**src/rtl/pipe_stage_elastic_if.sv**
```systemverilog
// pipe_stage_elastic_if: valid/ready handshake bundle between two pipeline stages
//   master: upstream payload + downstream ready (driver side)
//   slave : the elastic stage itself
interface pipe_stage_elastic_if #(
    parameter int WIDTH = 32
);
    logic             in_valid_i;
    logic             in_ready_o;
    logic [WIDTH-1:0] in_data_i;
    logic             out_valid_o;
    logic             out_ready_i;
    logic [WIDTH-1:0] out_data_o;
    modport master (
        output in_valid_i, in_data_i, out_ready_i,
        input  in_ready_o, out_valid_o, out_data_o
    );
    modport slave (
        input  in_valid_i, in_data_i, out_ready_i,
        output in_ready_o, out_valid_o, out_data_o
    );
endinterface

```
**src/rtl/pipe_stage_elastic.sv**
```systemverilog
// pipe_stage_elastic: DEPTH-entry in-order elastic stage register with flush and stall/bubble counters
//   clk, rst      : clock, async active-high reset
//   flush_i       : synchronous flush, drops all entries
//   bus           : in_valid/in_ready/in_data upstream, out_valid/out_ready/out_data downstream
//   count_o       : occupied entries
//   stall_cnt_o   : saturating count of cycles head valid but not consumed
//   bubble_cnt_o  : saturating count of cycles downstream ready but stage empty
module pipe_stage_elastic #(
    parameter int WIDTH = 32,
    parameter int DEPTH = 2,
    parameter int CNT_W = 16
) (
    input  logic                       clk,
    input  logic                       rst,
    input  logic                       flush_i,
    pipe_stage_elastic_if.slave        bus,
    output logic [$clog2(DEPTH+1)-1:0] count_o,
    output logic [CNT_W-1:0]           stall_cnt_o,
    output logic [CNT_W-1:0]           bubble_cnt_o
);
    localparam int PW = $clog2(DEPTH);
    localparam int CW = $clog2(DEPTH+1);

    logic [WIDTH-1:0] mem_q [DEPTH];
    logic [PW-1:0]    rd_ptr_q, rd_ptr_d, wr_ptr_q, wr_ptr_d;
    logic [CW-1:0]    count_q, count_d;
    logic [CNT_W-1:0] stall_q, stall_d, bubble_q, bubble_d;
    logic             push, pop;

    // ready looks only at occupancy, so a pop never frees a slot in the same cycle
    assign bus.in_ready_o  = count_q != CW'(DEPTH);
    assign bus.out_valid_o = count_q != '0;
    assign bus.out_data_o  = mem_q[rd_ptr_q];
    assign count_o         = count_q;
    assign stall_cnt_o     = stall_q;
    assign bubble_cnt_o    = bubble_q;

    always_comb begin
        push     = bus.in_valid_i & bus.in_ready_o & ~flush_i;
        pop      = bus.out_valid_o & bus.out_ready_i & ~flush_i;
        rd_ptr_d = flush_i ? '0 : rd_ptr_q + PW'(pop);
        wr_ptr_d = flush_i ? '0 : wr_ptr_q + PW'(push);
        count_d  = flush_i ? '0 : count_q + CW'(push) - CW'(pop);
        // counters see pre-edge handshake state, flush or not
        stall_d  = (bus.out_valid_o & ~bus.out_ready_i & ~&stall_q) ? stall_q + 1'b1 : stall_q;
        bubble_d = (~bus.out_valid_o & bus.out_ready_i & ~&bubble_q) ? bubble_q + 1'b1 : bubble_q;
    end

    always_ff @(posedge clk or posedge rst) begin
        if (rst) begin
            for (int i = 0; i < DEPTH; i++) mem_q[i] <= '0;
            rd_ptr_q <= '0;
            wr_ptr_q <= '0;
            count_q  <= '0;
            stall_q  <= '0;
            bubble_q <= '0;
        end else begin
            if (push) mem_q[wr_ptr_q] <= bus.in_data_i;
            rd_ptr_q <= rd_ptr_d;
            wr_ptr_q <= wr_ptr_d;
            count_q  <= count_d;
            stall_q  <= stall_d;
            bubble_q <= bubble_d;
        end
    end
endmodule

```
**src/flat_wrapper.sv**
```systemverilog
// flat-port wrapper written by rule: the top's interface ports become plain ports
module pipe_stage_elastic_flat 
#(
    parameter int WIDTH = 32,
    parameter int DEPTH = 2,
    parameter int CNT_W = 16
)
  (clk, rst, flush_i, count_o, stall_cnt_o, bubble_cnt_o, bus_in_valid_i, bus_in_data_i, bus_out_ready_i, bus_in_ready_o, bus_out_valid_o, bus_out_data_o);
  pipe_stage_elastic_if #(.WIDTH(WIDTH)) bus_i ();
  input  logic clk;
  input  logic rst;
  input  logic flush_i;
  output logic [$clog2(DEPTH+1)-1:0] count_o;
  output logic [CNT_W-1:0] stall_cnt_o;
  output logic [CNT_W-1:0] bubble_cnt_o;
  input wire logic [$bits(bus_i.in_valid_i)-1:0] bus_in_valid_i;
  input wire logic [$bits(bus_i.in_data_i)-1:0] bus_in_data_i;
  input wire logic [$bits(bus_i.out_ready_i)-1:0] bus_out_ready_i;
  output wire logic [$bits(bus_i.in_ready_o)-1:0] bus_in_ready_o;
  output wire logic [$bits(bus_i.out_valid_o)-1:0] bus_out_valid_o;
  output wire logic [$bits(bus_i.out_data_o)-1:0] bus_out_data_o;
  assign bus_i.in_valid_i = bus_in_valid_i;
  assign bus_i.in_data_i = bus_in_data_i;
  assign bus_i.out_ready_i = bus_out_ready_i;
  assign bus_in_ready_o = bus_i.in_ready_o;
  assign bus_out_valid_o = bus_i.out_valid_o;
  assign bus_out_data_o = bus_i.out_data_o;
  pipe_stage_elastic #(.WIDTH(WIDTH), .DEPTH(DEPTH), .CNT_W(CNT_W)) u_core (.clk(clk), .rst(rst), .flush_i(flush_i), .bus(bus_i), .count_o(count_o), .stall_cnt_o(stall_cnt_o), .bubble_cnt_o(bubble_cnt_o));
endmodule
```
**config.mk**
```make
export PLATFORM = sky130hd
export DESIGN_NAME = pipe_stage_elastic_flat
export DESIGN_NICKNAME = d
export VERILOG_FILES = /design/src/rtl/pipe_stage_elastic_if.sv /design/src/rtl/pipe_stage_elastic.sv /design/src/flat_wrapper.sv
export SDC_FILE = /design/constraint.sdc
export NUM_CORES = 1
export LEC_CHECK = 0
export BUFFER_PORTS_ARGS = -buffer_cell sky130_fd_sc_hd__buf_4
export CAP_MARGIN = 20
export CORE_ASPECT_RATIO = 0.7
export CORE_MARGIN = 8
export CORE_UTILIZATION = 50
export DETAILED_ROUTE_END_ITERATION = 8
export HOLD_SLACK_MARGIN = 0.02
export PLACE_DENSITY = 0.83
export SLEW_MARGIN = 0
export SYNTH_ARGS = -nofsm -noshare
export SYNTH_HDL_FRONTEND = slang
export SYNTH_SLANG_ARGS = --single-unit
```
**constraint.sdc**
```tcl
create_clock -name clk -period 5 [get_ports clk]
set_input_delay 0.25 -clock clk [delete_from_list [all_inputs] [get_ports clk]]
set_output_delay 0.25 -clock clk [all_outputs]
set_load 0.05 [all_outputs]
```
### Word-level counts from Yosys, hierarchy flattened

Index checks and enable logic that the tools add are counted.

| storage, ports and cells | value |
|---|---|
| ROM bits | 0 |
| memories kept | 0 |
| bits in registers | 100 |
| latch bits | 0 |
| input bits | 37 |
| logic and storage cells | 45 |
| memory bits (writable) | 0 |
| output and inout port bits | 68 |

| operators by class | value |
|---|---|
| $lt $le $gt $ge | 3 |
| reduce and logical (&&, ||, !) cells | 6 |
| $mul | 0 |
| add/sub/neg operators | 6 |
| equality and inequality tests | 1 |
| divide/modulo/power cells | 0 |
| shift operators | 0 |
| bitwise gates (word level) | 13 |
| multiplexer cells | 9 |

Operator list:

| cell | number |
|---|---|
| 2-to-1 mux 32 bit | 4 |
| bitwise mux 64 bit | 1 |
| adder 16 x 1 -> 16 bit, second input constant | 2 |
| demux 32 bit (select 1 bit) | 1 |
| AND reduction 16 bit | 2 |
| AND 1 bit | 8 |
| >= comparator 2 bit, second input constant | 2 |
| inverter 1 -> 2 bit | 2 |
| inverter 1 bit | 3 |
| adder 1 bit | 2 |
| adder 2 x 1 -> 2 bit | 1 |
| logical NOT 1 bit | 2 |
| less-than comparator 2 x 1 -> 1 bit, second input constant | 1 |
| 2-to-1 mux 1 bit | 2 |
| 2-to-1 mux 2 bit | 1 |
| inequality test 2 bit, second input constant | 1 |
| nonzero test 2 bit | 1 |
| subtractor 2 x 1 -> 2 bit | 1 |
| logical AND 1 bit | 1 |

### Depth between registers and ports, before layout

| depth | value |
|---|---|
| word-level depth | 6 |
| mapped depth | 9 |
| depth with buffers taken out | 9 |

### Least setup slack after synthesis

No wires, ideal clock.

| timing | value |
|---|---|
| kind | register to register |
| from | register u_core.count_q[0], in the netlist u_core.count_o[0] |
| to | register u_core.mem_q[0] in the netlist's numbering |
| setup time | 0.125 ns |
| data required time | 4.875 ns |
| slack | 2.425 ns |
| path buffers | 2 |
| period minus slack after synthesis | 2.575 ns |
| data arrival time | 2.450 ns |
| stages on the path, launching flop included | 8 |
| cells stage by stage | dfrtp_1 -> inv_1 -> nand2_1 -> and3b_1 -> ha_1 -> clkbuf_1 -> buf_1 -> mux2_2 |

| between the ends | value |
|---|---|
| word-level cells in the longest chain between the ends | 3 |

Ends and longest elaborated chain:

| element | RTL line | RTL |
|---|---|---|
| start, declared | pipe_stage_elastic.sv:26 | `logic [CW-1:0] count_q, count_d;` |
| start signal, assigned | pipe_stage_elastic.sv:61 | `count_q <= count_d;` |
| inequality test 2 bit | pipe_stage_elastic.sv:31 | `assign bus.in_ready_o = count_q != CW'(DEPTH);` |
| net bus_in_ready_o | flat_wrapper.sv:19 | `output wire logic [$bits(bus_i.in_ready_o)-1:0] bus_in_ready_o;` |
| AND 1 bit (2 in series) | pipe_stage_elastic.sv:39 | `push = bus.in_valid_i & bus.in_ready_o & ~flush_i;` |
| end signal, assigned by index | pipe_stage_elastic.sv:58 | `if (push) mem_q[wr_ptr_q] <= bus.in_data_i;` |
| end, declared | pipe_stage_elastic.sv:24 | `logic [WIDTH-1:0] mem_q [DEPTH];` |

The timed path passes the listed nets, and every way through them passes these cells.
A chain may end at the register's enable or synchronous reset.

### Final worst setup path

| timing | value |
|---|---|
| from | register u_core.count_q[0], in the netlist u_core.count_o[0] |
| to | register u_core.mem_q[5] in the netlist's numbering |

| between the ends | value |
|---|---|
| word-level cells in the longest chain between the ends | 3 |

Ends and longest elaborated chain:

| element | RTL line |
|---|---|
| inequality test 2 bit | pipe_stage_elastic.sv:31 |
| AND 1 bit (2 in series) | pipe_stage_elastic.sv:39 |

No other way between the ends.

==> metrics.md <==
| Metric | Value |
|---|---|
| Unrepaired setup endpoints after global routing | `false` |
| Final ANT Viol Nets | `0` |
| Top cell type's share of synthesized area | `0.554` |
| PD cells | `605 nW/um2` |
| Share of cells above drive strength 1 | `0.517` |
| Final worst-path cycle share | `0.428` |
| Compound-Gate Fraction of Synth Area | `0.0205` |
| CP Class | `reg -> reg` |
| Max-Cap Viols | `0` |
| Dpl hpwl | `7.02 mm` |
| Crit. End Element | `flop` |
| Filler cell count in the final layout | `721` |
| Post-DR wirelength/cell | `17.2 um` |
| Area post-placement | `5420 um2` |
| Antenna cells | `0` |
| Ports | `105` |
| Switching share of power | `0.391` |
| Simple-Gate Fraction of Synth Area | `0.0937` |
| Max stage delay cell, worst path | `ha_2` |
| Worst r2r src | `u_core.count_o[0]$_DFF_PP0_` |
| Clock sinks | `100` |
| Leakage | `2.69 nW` |
| Fin. Hold Viols | `0` |
| Global route overflow | `0` |
| R2R Setup Slk | `2.86 ns` |
| CP Data Required Time | `5.22 ns` |
| Vias post-DR | `2,997` |
| Dominant cells by area after synthesis | `dfrtp_1 (55%), mux2_2 (24%), xor2_1 (2.7%)` |
| Core Area | `8930 um2` |
| CP delay by family, top | `adder cells` |
| Initial DRC count | `143` |
| Worst reg2reg endpoint | `u_core.mem_q[5]$_DFFE_PP0P_` |
| Crit start category | `flop` |
| Worst hold path class | `in -> async` |
| WP buf/inv | `1` |
| Net switching power | `1.36 mW` |
| DR vias/cell | `5.23` |
| Number of global-route vias before repair | `3,192` |
| Largest net degree at the start of global routing | `55` |
| PortBufs | `104` |
| Post-CTS Setup Bufs | `0` |
| CTS max path bufs | `2` |
| Post-synthesis mux area share | `0.247` |
| Number of iterations in the first detailed-routing pass | `6` |
| Slowest stage delay, CP | `0.76 ns` |
| CP Max Fanout | `32` |
| GP Congestion | `0.779` |
| DIE AREA | `12,400 um2` |
| Synth warn | `0` |
| Maximum vdd drop | `0.000408 V` |
| Initial Util | `0.506` |
| # DRC | `0` |
| Fmax | `467 MHz` |
| CTS Buf Count | `9` |
| Fin. max-slew vios | `0` |
| Internal power component | `2.12 mW` |
| Fin nets | `487` |
| Post-synth top area cell | `dfrtp_1` |
| Register share of total power | `0.359` |
| Synth Area in Adders | `0.0166` |
| Area Growth Syn to Fin | `27.7%` |
| Row cnt | `29` |
| CTS resizes | `0` |
| Most common cell after layout, fill and taps aside | `buf_4` |
| #FFs+latches synth | `100` |
| Worst-margin pin slew | `0.858 ns` |
| Cell variety after synth | `35` |
| Hold bufs inserted after CTS | `0` |
| Seq/Total Area, Yosys | `0.554` |
| Main combinational cell family by area after synthesis | `multiplexers` |
| First-pass GRT wire length | `16.2 mm` |
| Status | `finished, final reports clean` |
| # H-tree levels | `3` |
| Clock Latency Late Sink | `0.33 ns` |
| Setup TNS | `0 ns` |
| Skew final | `0.00377 ns` |
| CTS tree | `yes` |
| Hold WS | `0.0138 ns` |
| Initial antenna violation count | `0` |
| Max transition margin | `0.428` |
| Design area | `5760 um2` |
| CP Cell Sequence | `inv_1, nand2_1, and3b_1, ha_2, mux2_2` |
| Syn nets | `383` |
| Post-synthesis instance total | `340` |
| R2R depth | `5` |
| Synthesized cell area | `4510 um2` |
| Die height | `95.5 um` |
| Avg Inst Size Synth | `13.3 um2` |
| Count of final setup violators | `0` |
| Post-synthesis xor/xnor area fraction | `0.0504` |
| Number of cells on the critical path | `5` |
| CTS Root Buffer Type | `clkbuf_16` |
| Worst-path clk slew | `0.07 ns` |
| Gr usage total | `0.167` |
| Leading cell types in the layout, fill and taps excluded | `buf_4 (106), dfrtp_1 (100), mux2_2 (97), nor2_1 (19), xor2_1 (14)` |
| Die X | `130 um` |
| WL final | `9.84 mm` |
| Clock share of power | `0.222` |
| Tmin final | `2.14 ns` |
| Comb power frac | `0.418` |
| Worst endpoint data arrival time | `2.36 ns` |
-- metal layers --
layer | GRT usage | part of all wire | up-vias
met1 | 0.205 | 0.44 | 1496
li1 | - | - | 1409
met2 | 0.277 | 0.49 | 84
met3 | 0.0503 | 0.059 | 8
met4 | 0.0539 | 0.0090 | 0
met5 | 0 | 0 | -
-- flip-flops by register name, summed over array words and instances (netlist names) --
register and count:
u_core.mem_q 64, u_core.stall_cnt_o 16, u_core.wr_ptr_q 1, u_core.rd_ptr_q 1, u_core.bubble_cnt_o 16, u_core.count_o 2
-- worst max path at each step --
stage                                         end  slack (ns)                        start
5_1_grt              u_core.mem_q[10]$_DFFE_PP0P_        2.73  u_core.count_o[0]$_DFF_PP0_
3_3_place_gp         u_core.mem_q[15]$_DFFE_PP0P_        2.93  u_core.count_o[0]$_DFF_PP0_
2_1_floorplan  u_core.bubble_cnt_o[0]$_DFFE_PP0P_        2.13                          rst
3_5_place_dp          u_core.mem_q[5]$_DFFE_PP0P_        2.84  u_core.count_o[0]$_DFF_PP0_
6_report              u_core.mem_q[5]$_DFFE_PP0P_        2.86  u_core.count_o[0]$_DFF_PP0_
4_1_cts               u_core.mem_q[5]$_DFFE_PP0P_        2.81  u_core.count_o[0]$_DFF_PP0_
-- kinds of logic (layout without fill, tap and decap cells) --
| family | count (synthesis) | count (layout) |
|---|---|---|
| AOI/OAI and AO/OA | 13 | 13 |
| xor gates and xnor gates | 26 | 26 |
| adders and majority gates | 6 | 6 |
| buffers and inverters | 21 | 130 |
| DFF | 100 | 100 |
| muxes | 99 | 99 |
| and+or+nand+nor | 75 | 75 |
-- final cells by class --
class,instances,area (um2),share of cell area
repair buffers,106,796,0.138
inverters,8,32.5,0.00564
flip-flops and latches,100,2500,0.434
clock buffers,9,225,0.0391
clock inverters,7,115,0.0200
well taps,124,155,0.0269
multi-input cells,219,1940,0.336
-- synthesized netlist by cell type (all sizes together) --
library cell / n
a211o: 1
a21oi: 5
a31oi: 2
and2: 3
and3: 4
and3b: 1
buf: 6
clkbuf: 7
dfrtp: 100
ha: 6
inv: 8
mux2: 99
nand2: 11
nand2b: 2
nand3: 13
nand4: 9
nor2: 19
nor2b: 1
nor3: 4
nor3b: 1
nor4: 4
o2111a: 1
o211ai: 1
o21a: 2
o21bai: 1
or2: 1
or3: 1
or4: 1
xnor2: 12
xor2: 14
-- power groups by stage --
stage,clock network (mW),logic [mW],registers (mW)
final,0.775,1.46,1.25
after global routing,0.821,1.54,1.29
after CTS,0.794,1.48,1.25
after detailed placement,0,1.47,1.26
after global placement,0,1.44,1.24
after floorplan,0,0.941,1.38
-- stage by stage --
step	setup slack (ns)	cells	total power, mW	util
global placement	2.93	557	2.68	0.608
finish	2.86	573	3.49	0.646
floorplan	2.13	340	2.32	-
detailed placement	2.84	557	2.74	0.608
CTS	2.81	573	3.53	0.646
global route	2.73	573	3.66	0.646
No activity file was read; power rests on OpenSTA's default activity.
